**config.mk**
```make
export PLATFORM = sky130hd
export DESIGN_NAME = core_tlb_search_arbiter
export DESIGN_NICKNAME = d
export VERILOG_FILES = /design/src/rtl/core_tlb_search_arbiter_pkg.sv /design/src/rtl/core_rr_arb2.sv /design/src/rtl/core_tlb_search_arbiter.sv
export SDC_FILE = /design/constraint.sdc
export NUM_CORES = 1
export LEC_CHECK = 0
export ABC_AREA = 1
export BUFFER_PORTS_ARGS = -buffer_cell sky130_fd_sc_hd__buf_2
export CORE_ASPECT_RATIO = 0.9
export CORE_MARGIN = 3
export CORE_UTILIZATION = 45
export CTS_BUF_LIST = sky130_fd_sc_hd__clkbuf_4 sky130_fd_sc_hd__clkbuf_8
export CTS_CLUSTER_DIAMETER = 200
export DETAILED_ROUTE_END_ITERATION = 12
export PLACE_DENSITY = 0.73
export RECOVER_POWER = 100
export SLEW_MARGIN = 20
export SYNTH_ARGS = -nofsm -noshare
export SYNTH_HDL_FRONTEND = slang
export SYNTH_SLANG_ARGS = --single-unit
```
**constraint.sdc**
```tcl
create_clock -name clk -period 1.45 [get_ports clk]
set_input_delay 0.0725 -clock clk [delete_from_list [all_inputs] [get_ports clk]]
set_output_delay 0.0725 -clock clk [all_outputs]
set_load 0.005 [all_outputs]
```
**src/rtl/core_tlb_search_arbiter_pkg.sv**
```systemverilog
// rtl/core_tlb_search_arbiter_pkg.sv - shared translation types and search-arbiter FSM encoding
package core_tlb_search_arbiter_pkg;

    typedef struct packed {
        logic [9:0] asid;
    } csr_t;

    typedef struct packed {
        logic        found;
        logic [4:0]  index;
        logic [19:0] ppn;
        logic [1:0]  plv;
        logic [1:0]  mat;
        logic        d;
        logic        v;
    } tlb_s_resp_t;

    typedef logic [3:0] tsa_state_t;

    localparam tsa_state_t TSA_IDLE  = 4'b0001;
    localparam tsa_state_t TSA_ISSUE = 4'b0010;
    localparam tsa_state_t TSA_WAIT  = 4'b0100;
    localparam tsa_state_t TSA_RESP  = 4'b1000;

    localparam logic SIDE_D = 1'b0;
    localparam logic SIDE_I = 1'b1;

endpackage

```
**src/rtl/core_rr_arb2.sv**
```systemverilog
// rtl/core_rr_arb2.sv - two-way round-robin arbiter, pointer moves past the winner on accept
module core_rr_arb2
    import core_tlb_search_arbiter_pkg::*;
(
    input  logic       clk,
    input  logic       rst_n,
    input  logic [1:0] req,
    input  logic       accept,
    output logic       gnt_valid,
    output logic       gnt_id
);

    logic ptr;

    always_comb begin
        gnt_valid = |req;
        if (req == 2'b11) gnt_id = ptr;
        else              gnt_id = req[1];
    end

    always_ff @(posedge clk or negedge rst_n) begin
        if (!rst_n)                  ptr <= SIDE_D;
        else if (accept && gnt_valid) ptr <= ~gnt_id;
    end

endmodule

```
**src/rtl/core_tlb_search_arbiter.sv**
```systemverilog
// rtl/core_tlb_search_arbiter.sv - shares the TLB search port between data and instruction translators
module core_tlb_search_arbiter
    import core_tlb_search_arbiter_pkg::*;
#(
    parameter int SEARCH_LATENCY = 1,
    parameter bit ENABLE_IFETCH  = 1'b1
)(
    input  logic        clk,
    input  logic        rst_n,
    input  csr_t        csr_i,
    input  logic        flush_trans_i,
    input  logic        tlb_busy_i,
    input  logic        d_valid_i,
    input  logic [19:0] d_vppn_i,
    output logic        d_ready_o,
    output tlb_s_resp_t d_resp_o,
    input  logic        i_valid_i,
    input  logic [19:0] i_vppn_i,
    output logic        i_ready_o,
    output tlb_s_resp_t i_resp_o,
    output logic        s_valid_o,
    output logic [19:0] s_vppn_o,
    output logic [9:0]  s_asid_o,
    input  tlb_s_resp_t s_resp_i
);

    localparam logic [1:0] CNT_LOAD = 2'(SEARCH_LATENCY - 1);
    localparam logic       IF_EN    = (ENABLE_IFETCH != 1'b0);

    tsa_state_t  state, state_nxt;
    logic [1:0]  cnt;
    logic        gnt_side;
    logic [1:0]  req;
    logic        arb_valid, arb_id, grant, capture;
    tlb_s_resp_t d_resp_q, i_resp_q;

    assign req     = {i_valid_i & IF_EN, d_valid_i};
    assign grant   = (state == TSA_IDLE) && arb_valid && !tlb_busy_i && !flush_trans_i;
    assign capture = (state == TSA_WAIT) && !flush_trans_i && (cnt == 2'd0);

    core_rr_arb2 u_arb (
        .clk       (clk),
        .rst_n     (rst_n),
        .req       (req),
        .accept    (grant),
        .gnt_valid (arb_valid),
        .gnt_id    (arb_id)
    );

    always_ff @(posedge clk or negedge rst_n) begin
        if (!rst_n) state <= TSA_IDLE;
        else        state <= state_nxt;
    end

    always_comb begin
        state_nxt = state;
        case (state)
            TSA_IDLE:  if (grant) state_nxt = TSA_ISSUE;
            TSA_ISSUE: state_nxt = flush_trans_i ? TSA_IDLE : TSA_WAIT;
            TSA_WAIT: begin
                if (flush_trans_i)     state_nxt = TSA_IDLE;
                else if (cnt == 2'd0)  state_nxt = TSA_RESP;
            end
            TSA_RESP:  state_nxt = TSA_IDLE;
            default:   state_nxt = TSA_IDLE;
        endcase
    end

    // Requester inputs are latched at grant so later vppn/asid changes cannot disturb the search.
    always_ff @(posedge clk or negedge rst_n) begin
        if (!rst_n) begin
            cnt      <= 2'd0;
            gnt_side <= SIDE_D;
            s_vppn_o <= '0;
            s_asid_o <= '0;
            d_resp_q <= '0;
            i_resp_q <= '0;
        end else begin
            if (grant) begin
                gnt_side <= arb_id;
                s_vppn_o <= (arb_id == SIDE_I) ? i_vppn_i : d_vppn_i;
                s_asid_o <= csr_i.asid;
            end
            if (state == TSA_ISSUE)
                cnt <= CNT_LOAD;
            else if (state == TSA_WAIT && cnt != 2'd0)
                cnt <= cnt - 2'd1;
            if (capture) begin
                if (gnt_side == SIDE_I) i_resp_q <= s_resp_i;
                else                    d_resp_q <= s_resp_i;
            end
        end
    end

    always_comb begin
        s_valid_o = (state == TSA_ISSUE);
        d_ready_o = (state == TSA_RESP) && (gnt_side == SIDE_D) && d_valid_i && !flush_trans_i;
        i_ready_o = (state == TSA_RESP) && (gnt_side == SIDE_I) && i_valid_i && !flush_trans_i && IF_EN;
    end

    assign d_resp_o = d_resp_q;
    assign i_resp_o = IF_EN ? i_resp_q : '0;

endmodule
```
### After elaboration in Yosys (flattened, before gate mapping)

Index checks and enable logic that the tools add are counted.

| operators by class | value |
|---|---|
| $add $sub $neg | 1 |
| equal/unequal tests | 7 |
| muxes and demuxes | 9 |
| bitwise logic cells | 2 |
| reduce and logical (&&, ||, !) cells | 22 |

Operators with widths:

| operator | number |
|---|---|
| two-way mux 20 bit | 1 |
| logical AND 1 bit | 13 |
| two-way mux 4 bit | 3 |
| one-hot mux 4 bit (3 select lines) | 1 |
| AND reduction 2 bit | 3 |
| == test 4 x 1 -> 1 bit (second input constant) | 1 |
| == test 4 x 2 -> 1 bit (second input constant) | 1 |
| == test 4 x 3 -> 1 bit (second input constant) | 1 |
| == test 4 bit (second input constant) | 1 |
| two-way mux 2 bit | 2 |
| nonzero test 2 bit | 2 |
| two-way mux 3 bit | 1 |
| != test 3 bit (second input constant) | 1 |
| == test 2 bit (second input constant) | 1 |
| zero test 1 bit | 2 |
| zero test 2 bit | 1 |
| != test 2 x 1 -> 1 bit (second input constant) | 1 |
| inverter 1 bit | 2 |
| OR reduction 2 bit | 1 |
| subtractor 2 x 1 -> 2 bit (second input constant) | 1 |
| two-way mux 1 bit | 1 |

| storage, ports and cells | value |
|---|---|
| flip-flop bits (word level) | 102 |
| bits of input ports | 88 |
| output and inout bits | 97 |
| logic and storage cells | 61 |

### Longest topological paths before layout

| logic depth | value |
|---|---|
| depth after elaboration | 6 |
| depth in mapped cells | 8 |

### Modules after synthesis

Synthesis repeated with hierarchy kept, for this count alone.

| unflattened totals | value |
|---|---|
| cell total of the unflattened synthesis | 543 |
| area total of the unflattened synthesis | 4594.4 µm² |

By module, submodules not included:

| module | instances | cells each | area an instance (µm²) | sequential area each (µm²) |
|---|---|---|---|---|
| core_tlb_search_arbiter | 1 | 535 | 4535.6 | 2528.7 |
| core_rr_arb2 | 1 | 8 | 58.8 | 25.0 |

### Worst setup path before layout

OpenSTA, ideal clock, no wires.

| path | value |
|---|---|
| kind | reg2reg |
| from | register cnt[0] |
| to | register d_resp_q, in the netlist d_resp_o[20] |
| data arrival time | 1.190 ns |
| data required time | 1.333 ns |
| slack | 0.143 ns |
| cell stages (with the launch flop) | 9 |
| path buffers | 1 |
| clock period less this slack | 1.307 ns |
| cell sequence | dfrtp_1 -> inv_1 -> ha_1 -> nand3_1 -> nor2_4 -> nand2_1 -> buf_2 -> nand2_1 -> nand2_1 |

| on the way | value |
|---|---|
| longest elaborated chain between the ends | 3 |

Ends and longest elaborated chain:

| item | RTL line | RTL |
|---|---|---|
| start: declaration | core_tlb_search_arbiter.sv:31 | `logic [1:0] cnt;` |
| start signal: assignment | core_tlb_search_arbiter.sv:87 | `cnt <= cnt - 2'd1;` |
| zero test 2 bit | core_tlb_search_arbiter.sv:39 | `assign capture = (state == TSA_WAIT) && !flush_trans_i && (cnt == 2'd0);` |
| logical AND 1 bit | core_tlb_search_arbiter.sv:39 |  |
| AND reduction 2 bit (no source line) | -- |  |
| end signal: assignment | core_tlb_search_arbiter.sv:90 | `else d_resp_q <= s_resp_i;` |
| end: declaration | core_tlb_search_arbiter.sv:35 | `tlb_s_resp_t d_resp_q, i_resp_q;` |

Every way passes these cells.
A chain may end at the register's enable or synchronous reset.

### Worst setup path after layout

| path | value |
|---|---|
| from | register state[0] |
| to | register s_vppn_o[0] |

| on the way | value |
|---|---|
| longest elaborated chain between the ends | 4 |

Ends and longest elaborated chain:

| item | RTL line | RTL |
|---|---|---|
| start: declaration | core_tlb_search_arbiter.sv:30 | `tsa_state_t state, state_nxt;` |
| start signal: assignment | core_tlb_search_arbiter.sv:52 | `else state <= state_nxt;` |
| == test 4 x 1 -> 1 bit | core_tlb_search_arbiter.sv:38 | `assign grant = (state == TSA_IDLE) && arb_valid && !tlb_busy_i && !flush_trans_i;` |
| logical AND 1 bit (3 in series) | core_tlb_search_arbiter.sv:38 |  |
| end signal: assignment | core_tlb_search_arbiter.sv:81 | `s_vppn_o <= (arb_id == SIDE_I) ? i_vppn_i : d_vppn_i;` |
| end: declaration | core_tlb_search_arbiter.sv:22 | `output logic [19:0] s_vppn_o,` |

Every way passes these cells.

==> run metrics <==
Clk Latency, worst-skew pair 0.37 ns; total grt overflow 0; hold crit path type input pin to register; Synth Cell Area 4480 sq um; DP HPWL 8.38 mm; Avg Synthesized Cell Area 8.36 sq um; clock slew at reported path FFs 0.10 ns; RSZ-0062 raised after global routing yes; clk buf depth 2; dpl ws 0.00434 ns; power per cell area 1290 nW/um^2; fraction of registers with async set/reset 100%; Multi-input gate area 1790 sq um; crit path setup slack, layout -0.0439 ns; CTS tree yes; Reg2Reg Depth 8; most used cell, CP nor2_4; worst rel slew slack 28.0%; fin nets 869; Cells after Synth 536; Placement Rows 33; DRT antenna net count 0; Syn Nets 625; Routed WL 13.9 mm; largest cells by area after synthesis dfrtp_1, nand2_1, nand3_1; Synth top cells by count nand2_1, dfrtp_1, nand3_1, inv_1, nand3b_1; CTS sink cnt 102; critical path class register to register; failing checks negative setup slack; sequential fraction of design power 46.5%; reg-to-reg setup timing slack -0.04 ns; post-synthesis sequential area ratio 57.0%; Slew @ Worst Pin 1.08 ns; vias in the first global route 4,316; Clock Power Share 21.7%; delay of the slowest critical-path stage 0.59 ns; CP Launch Point state[0]; Vias/cell 5.02; Tcrit/Tclk final 103%; outcome finished, violations left; area delta synth->final 48.3%; share of the synthesized area in the top cell type 56.4%; DIE AREA 11,200 sq um; largest net degree at the start of global routing 54; die height 101 um; WP data required 1.76 ns; leading area contributor after synthesis dfrtp_1; Ys Warns 0; Max rail drop VDD 1.01 mV; RR Startpoint state[0]; Internal Dissipation 5.54 mW; final setup fails 23; P_sw 3.03 mW; Worst R2R End s_vppn_o[0]; wire per inst 15.3 um; ys flop type dfrtp_1; Switching Share 35.3%; Register Area 2550 sq um; Post-route DRC 0; Layout Cells excl Fill 908; max cap viols 0; setup TNS -0.510 ns; top-count cell post-synth nand2_1; Worst Clk Skew 0.0172 ns; cts bufs inserted 9; startpoint type of the worst setup path register; Slew Limit Fails 0; placed instance count 829; crit path time final 1.49 ns; first-pass GRT wire length 20.4 mm; Die W 111 um; initial DRC count 380; Post-synth EDFFs 0; synth unique cells 20; final hold vios 0; Core Region 9410 sq um; port bufs 184; fraction of layout cells with a size suffix above 1 29.3%; Gate power share 31.9%; Global Route Usage Sum 22.2%; Clock Root Buffer clkbuf_8; IO Count 185; 1st-pass router iterations 4; CP max FO 7; via count 4,562; slowest CP cell dfstp_2; Routability Congestion 0.806; CTS H-tree lvls 3; Worst EP arrival 1.81 ns; starting density of the core 47.6%; Setup crit end s_vppn_o[0]; FILL cells 721; CP cell instances inv_2 > nor2_4 > nand2_2 > nor2_4 > buf_12 > clkbuf_16 > nand3_2 > nand2_1; synthesized flop and latch total 102; Pleak 3.71 nW; Fmax achieved 669 MHz; initial antenna violation count 0; crit path capture type register; final core utilization 70.6%; Hold Slack 0.00893 ns
## logic make-up (layout without fill, tap and decap cells)
| group | after synthesis | count (layout) | synth area share, % |
|---|---|---|---|
| AND/OR/NAND/NOR | 361 | 361 | 35.0 |
| flip-flops | 102 | 102 | 57.0 |
| buffers and inverters | 67 | 316 | 7.18 |
| AO/OA/AOI/OAI | 5 | 5 | 0.558 |
| adder cells (fa/ha/maj) | 1 | 1 | 0.279 |
| other | 0 | 1 | 0 |
## registers in the layout, summed over array words and instances (netlist names)
signal,count
cnt,2
s_vppn_o,20
gnt_side,1
i_resp_o,32
d_resp_o,32
state,4
u_arb.ptr,1
s_asid_o,10
## through the flow
step | total power, mW | instance area (sq um)
final | 8.57 | 6650
after global routing | 9.14 | 6640
after CTS | 8.42 | 6260
after detailed placement | 6.45 | 5580
after global placement | 6.36 | 5580
after floorplan | 5.13 | 4480
## critical path, delay by kind of cell (launching register included)
family | cells | cell delay, ns
buf+inv | 3 | 0.34
flops | 1 | 0.59
simple gates | 5 | 0.50
## area by class of cell
class                           count  share of cell area, %
Sequential cell                   102                   38.4
Timing Repair Buffer              265                   27.3
Clock inverter                      7                   1.21
Multi-Input combinational cell    367                   26.9
Antenna cell                        1                 0.0377
Clock buffer                        9                   1.86
Inverter                           35                   2.00
Tap cell                          122                   2.30
## layout by cell type, fill, tap and decap left out, drive strengths merged, types with 2 or more instances in the layout
master       count
nor2            10
inv             36
buf            161
clkinv           4
nand3           92
o21ai            3
nand3b          20
dlygate4sd3     45
a21oi            2
nor3             2
clkbuf          68
nand2          236
dfrtp          101
## worst min path at each step
stage,endpoint,slack [ns],start,cells after the start
6_report,s_vppn_o[10],0.009,d_vppn_i[10],5
5_1_grt,s_vppn_o[6],0.02,d_vppn_i[6],5
4_1_cts,s_vppn_o[10],0.004,d_vppn_i[10],5
3_5_place_dp,s_vppn_o[3],0.07,rst_n,2
3_3_place_gp,s_vppn_o[3],0.07,rst_n,2
2_1_floorplan,cnt[0],-0.22,rst_n,0
## routing by layer
| layer | wire [um] | up-vias | track usage (%) |
|---|---|---|---|
| met1 | 5660 | 2188 | 28.3 |
| li1 | - | 2169 | - |
| met5 | 0 | - | 0 |
| met3 | 1060 | 18 | 6.30 |
| met2 | 6960 | 187 | 38.3 |
| met4 | 184 | 0 | 4.58 |
## power by group through the flow
stage | clock, mW | sequential (mW) | combinational, mW
floorplan | 0 | 4.01 | 1.13
global placement | 0 | 3.99 | 2.37
detailed placement | 0 | 3.99 | 2.46
CTS | 1.89 | 3.96 | 2.58
global route | 2.02 | 4.06 | 3.07
finish | 1.86 | 3.98 | 2.73
## what timing repair did
item	CTS	global route
buffers inserted	2	6
pin swaps	1	17
gates cloned	0	9
hold buffers	45	0
endpoints found under the setup margin	4	95
endpoints found under the hold margin	179	0
resized for setup	2	59
(Power assumes the default switching activity.)
